File: src/rtl/bit_timer.sv
// ---------------------------------------------------------------------------
// bit_timer
//
// Bit-timing engine for the serial transmit/receive paths. The system clock
// is divided into bit periods by a runtime-loadable divisor. A runtime-
// selectable number of bits makes up one frame. An optional half-bit start
// offset lets a receiver align its sample point to the middle of each bit.
//
// Parameters
//   DIV_W        width of the cycles-per-bit divisor
//   CNT_W        width of the bit count and bit index
//   DEFAULT_DIV  divisor value after reset (50 MHz / 9600 baud)
//
// Ports
//   clock       in   system clock, rising-edge
//   reset       in   synchronous, active-low reset
//   start       in   begin a frame (accepted in IDLE or DONE only)
//   half_start  in   with an accepted start: shorten the first bit to half
//   abort       in   return to IDLE from any state
//   nbits       in   bits per frame, captured on an accepted start (0 -> 1)
//   div_load    in   load div_val into the divisor (IDLE/DONE only, min 2)
//   div_val     in   cycles per bit
//   sample      out  one-cycle strobe at mid-bit
//   bit_tick    out  one-cycle strobe at the end of each bit
//   bit_idx     out  index of the current bit, starting at 0
//   busy        out  high while a frame is running
//   done        out  level, high once the frame has completed
// ---------------------------------------------------------------------------
module bit_timer #(
  parameter int DIV_W       = 16,
  parameter int CNT_W       = 4,
  parameter int DEFAULT_DIV = 5208
) (
  input  logic             clock,
  input  logic             reset,
  input  logic             start,
  input  logic             half_start,
  input  logic             abort,
  input  logic [CNT_W-1:0] nbits,
  input  logic             div_load,
  input  logic [DIV_W-1:0] div_val,
  output logic             sample,
  output logic             bit_tick,
  output logic [CNT_W-1:0] bit_idx,
  output logic             busy,
  output logic             done
);

  typedef enum logic [1:0] {
    ST_IDLE = 2'd0,
    ST_RUN  = 2'd1,
    ST_DONE = 2'd2
  } state_t;

  localparam logic [DIV_W-1:0] DIV_MIN   = DIV_W'(2);
  localparam logic [DIV_W-1:0] DIV_RESET = DIV_W'(DEFAULT_DIV);

  state_t           state,        state_nx;
  logic [DIV_W-1:0] div_r,        div_r_nx;
  logic [CNT_W-1:0] nbits_r,      nbits_r_nx;
  logic [DIV_W-1:0] div_cnt,      div_cnt_nx;
  logic [CNT_W-1:0] bit_idx_nx;
  logic             first,        first_nx;
  logic             half_start_r, half_start_r_nx;

  logic             at_end_of_bit;
  logic             last_bit;

  // Combinational decode of the registered state: strobes line up with the
  // counter value that produces them, no output pipeline stage.
  assign at_end_of_bit = (state == ST_RUN) && (div_cnt == div_r - DIV_W'(1));
  assign last_bit      = (bit_idx == nbits_r - CNT_W'(1));

  // NOTE: every signal driven here gets a default first, so no path leaves
  // it unassigned and no latch is inferred.
  always_comb begin
    state_nx        = state;
    div_r_nx        = div_r;
    nbits_r_nx      = nbits_r;
    div_cnt_nx      = div_cnt;
    bit_idx_nx      = bit_idx;
    first_nx        = first;
    half_start_r_nx = half_start_r;

    busy     = (state == ST_RUN);
    done     = (state == ST_DONE);
    bit_tick = at_end_of_bit;
    // The mid-bit point of a half-start first bit falls on the preset value
    // itself, which is not a real mid-bit, so it is suppressed.
    sample   = (state == ST_RUN) && (div_cnt == (div_r >> 1)) &&
               !(first && half_start_r);

    if (abort) begin
      state_nx   = ST_IDLE;
      div_cnt_nx = '0;
      bit_idx_nx = '0;
      first_nx   = 1'b0;
    end else begin
      unique case (state)
        ST_IDLE, ST_DONE: begin
          if (start) begin
            // Preset uses the current div_r even if div_load is also high.
            state_nx        = ST_RUN;
            bit_idx_nx      = '0;
            first_nx        = 1'b1;
            half_start_r_nx = half_start;
            div_cnt_nx      = half_start ? (div_r >> 1) : '0;
            nbits_r_nx      = (nbits == '0) ? CNT_W'(1) : nbits;
          end
          if (div_load) begin
            div_r_nx = (div_val < DIV_MIN) ? DIV_MIN : div_val;
          end
        end
        ST_RUN: begin
          if (at_end_of_bit) begin
            div_cnt_nx = '0;
            first_nx   = 1'b0;
            if (last_bit) begin
              state_nx = ST_DONE;
            end else begin
              bit_idx_nx = bit_idx + CNT_W'(1);
            end
          end else begin
            div_cnt_nx = div_cnt + DIV_W'(1);
          end
        end
        default: begin
          state_nx = ST_IDLE;
        end
      endcase
    end
  end

  // NOTE: sequential state uses non-blocking assignments so every register
  // samples the pre-edge values, independent of statement order.
  // NOTE: reset is synchronous; all control and datapath registers are
  // cleared because the outputs decode directly from them.
  always_ff @(posedge clock) begin
    if (!reset) begin
      state        <= ST_IDLE;
      div_r        <= DIV_RESET;
      nbits_r      <= CNT_W'(1);
      div_cnt      <= '0;
      bit_idx      <= '0;
      first        <= 1'b0;
      half_start_r <= 1'b0;
    end else begin
      state        <= state_nx;
      div_r        <= div_r_nx;
      nbits_r      <= nbits_r_nx;
      div_cnt      <= div_cnt_nx;
      bit_idx      <= bit_idx_nx;
      first        <= first_nx;
      half_start_r <= half_start_r_nx;
    end
  end

endmodule

File: config.mk
export PLATFORM = sky130hd
export DESIGN_NAME = bit_timer
export DESIGN_NICKNAME = d
export VERILOG_FILES = /design/src/rtl/bit_timer.sv
export SDC_FILE = /design/constraint.sdc
export NUM_CORES = 1
export LEC_CHECK = 0
export CAP_MARGIN = 15
export CORE_ASPECT_RATIO = 1.4
export CORE_MARGIN = 3
export CORE_UTILIZATION = 31
export CTS_CLUSTER_DIAMETER = 40
export DETAILED_ROUTE_END_ITERATION = 12
export GPL_ROUTABILITY_DRIVEN = 1
export SKIP_LAST_GASP = 1
export SYNTH_ARGS = -nofsm -noshare
export SYNTH_HDL_FRONTEND = slang
export SYNTH_SLANG_ARGS = --single-unit
File: constraint.sdc
create_clock -name clock -period 3.7 [get_ports clock]
set_clock_uncertainty 0.1 [all_clocks]
set_input_delay 0.37 -clock clock [delete_from_list [all_inputs] [get_ports clock]]
set_output_delay 0.37 -clock clock [all_outputs]
set_load 0.01 [all_outputs]
==> run metrics <==
syn avg cell area 7.60 um2; Initial Util 0.321; Seq. cell area roughly 880 um2; multi-input combinational cell area 2050 um2; drt drc 0; number of post-CTS setup repair buffers 0; Seq/Total Area, Yosys 0.287; vias in the first global route 3051; Die Height 124 um; largest net degree at the start of global routing 24; Worst Hold Class reg2reg; Via-to-Cell Ratio 5.41; buffers plus inverters on the worst setup path 1; CP top delay family simple AND/OR/NAND/NOR gates; via count 2998; top post-synthesis cells by area dfxtp_1, xnor2_1, nand2_1, xor2_1, a21oi_1; remaining antenna violation count after routing 0; Worst Path Max Fanout 7; Distinct cells, synth 58; Worst slew margin 0.526; unrepaired setup endpoints after global routing false; WHS Path Cells 2; total congestion overflow 0; CP max stage cell or4_4; Worst Path Arrival about 2800 ps; setup TNS 0 ps; EDFF count, synth 0; Max Buffers Root-to-Sink 2; status complete, no violations; Top FF cell, synth dfxtp_1; Synth Warn # 0; First-pass DRT Iterations 4; final setup fails 0; Worst-path clk slew 60 ps; LEAKAGE approximately 1.2 nW; Crit path largest cell delay 590 ps; CTS tree built; Final Hold Vio Count 0; initial antenna violation count 0; Mapped Area 3070 um2; routed wire length 9030 um; area grow syn2layout 20.1%; worst r2r path cells 10; # diodes 0; layout cells sized above 1 0.0877; routability cong. 0.914; die area 11100 um2; chip width between 90 and 100 um; CP Launch Type register; Syn Inst Count ~400; Worst Hold Slack 385 ps; max-slew violation count 0; Inserted Clock Buffers 5; Critical Path End Type output pin; min-delay src first$_SDFFE_PP0P_; clk root buf clkbuf_16; initial DRC count 220; clock sinks 44; Port Buffers 33; crit path from div_r[7]$_SDFFE_PN0P_; Pwr Density 326 nW/um2; area leader, netlist dfxtp_1; #FFs+latches synth 44; Core Box Area 9560 um2; HPWL Detailed 6910 um; global-route wire length before repair 15200 um; CP Depth 7; max-capacitance violation count 0; CP Data Required Time 3230 ps; RR Startpoint div_r[1]$_SDFFE_PN0P_; worst-margin pin slew around 700 ps; fraction of registers with async set/reset 0; crit path cell chain or4_4, or2_4, or3_1, o211ai_2, nand3_1, and4bb_4, dlymetal6s2s_1; Fmax 307 MHz; setup slack, reg-to-reg 650 ps; Synth top area share 0.287; H-Tree Depth 2; Total GRT Usage 0.167; clk_lat worst skew 280 ps; Crit Path Class reg2out; Fill cells 1063; fin nets 452; DR WL/cell 16.3 um; VDD IR-drop max 0.172 mV; Cell Rows between 40 and 50; I/O pin cnt 34; Tmin final 3250 ps; Mapped Nets 434; Final period util 0.879
-- layer usage --
metal | vias to the layer above | routed length (um) | part of all wire | GRT usage
met3 | 27 | 334 | 0.037 | 0.0187
met1 | 1406 | 3670 | 0.41 | 0.184
met2 | 91 | 4660 | 0.52 | 0.317
met4 | 0 | 362 | 0.040 | 0.0852
li1 | 1474 | - | - | -
met5 | - | 0 | 0 | 0
-- sequential cells by signal, indices dropped and copies added, names as in the netlist --
signal / count
state: 2
div_r: 16
bit_idx: 4
first: 1
half_start_r: 1
div_cnt: 16
nbits_r: 4
-- cell type report --
type	count	share of cell area
multi-input combinational	318	0.556
sequential	44	0.239
timing repair buffer	41	0.107
tap	132	0.0448
clock buffer	7	0.0414
inverter	12	0.0122
-- timing repair --
| item | CTS | global route |
|---|---|---|
| resized for setup | 0 | 8 |
| endpoints found under the setup margin | 0 | 1 |
| hold buffers | 0 | 0 |
-- worst paths after layout --
kind                                   to
setup / recovery                 bit_tick
hold reg to reg        first$_SDFFE_PP0P_
hold / removal         first$_SDFFE_PP0P_
setup reg to reg  bit_idx[3]$_SDFFE_PP0P_
-- power by group --
part | internal, mW | total [mW] | switching (mW)
clock network | 0.284 | 0.465 | 0.181
logic | 0.0974 | 0.215 | 0.118
registers | 0.491 | 0.522 | 0.0315
total | 0.872 | 1.20 | 0.331
-- stage by stage --
step	std cells	instance area, um2	worst slack (ps)	util	total power [mW]
6_report	554	3690	447	0.385	1.20
3_5_place_dp	547	3500	350	0.366	0.743
2_1_floorplan	404	3070	851	-	0.663
4_1_cts	554	3660	32.3	0.382	1.21
5_1_grt	554	3690	329	0.385	1.26
3_3_place_gp	547	3500	376	0.366	0.742
-- kinds of logic after synthesis --
kind of cell | Yosys count | synth area share
adders and majority gates | 4 | 0.0163
muxes | 1 | 0.00367
buffers and inverters | 42 | 0.0554
AOI/OAI and AO/OA | 102 | 0.218
DFF | 44 | 0.287
xor gates and xnor gates | 44 | 0.126
and+or+nand+nor | 167 | 0.294
-- synth_stat cells (2+ instances only) --
cell type / count
nor2b_1: 2
nand3_1: 24
a31oi_1: 10
o211ai_1: 7
a32oi_1: 2
a21oi_1: 24
nor3_1: 10
o21ai_1: 4
a22oi_1: 2
nand2b_1: 4
or2_2: 3
dfxtp_1: 44
buf_2: 4
or3_1: 4
a311oi_1: 4
nand2_1: 56
nand3b_1: 7
inv_1: 11
o21ai_0: 22
and2_1: 5
xor2_1: 17
ha_1: 4
or3b_1: 2
clkbuf_1: 22
nor2_1: 18
o31ai_1: 2
buf_1: 3
xnor2_1: 27
nor4b_1: 2
a21boi_0: 14
or4_1: 2
nand4_1: 3
nor4_1: 12
and3_1: 3
-- worst register-to-register path: cells and delay by family (launching register included) --
| family | cells | cell delay [ps] |
|---|---|---|
| compound gates | 2 | 590 |
| xor+xnor | 1 | 150 |
| fa+ha+maj | 1 | 190 |
| buf+inv | 1 | 80 |
| flops | 1 | 380 |
| simple gates | 5 | 1490 |
-- cell usage in the layout, fill, tap and decap left out, types with 3 or more instances in the layout --
master and n:
a31oi_1 10, nor4_1 11, or2_2 3, xor2_1 17, nand2_1 56, o21ai_0 22, or3_1 4, xnor2_1 27
buf_4 8, o211ai_1 7, nand3b_1 7, and2_1 5, dfxtp_1 43, nor3_1 10, a311oi_1 4, inv_1 11
a21oi_1 24, nand4_1 3, clkbuf_16 5, o21ai_1 4, a21boi_0 14, and3_1 3, clkdlybuf4s50_1 32, ha_1 3
nand2b_1 4, nand3_1 24, nor2_1 18
Note: power is estimated with default switching activity, not from simulation.
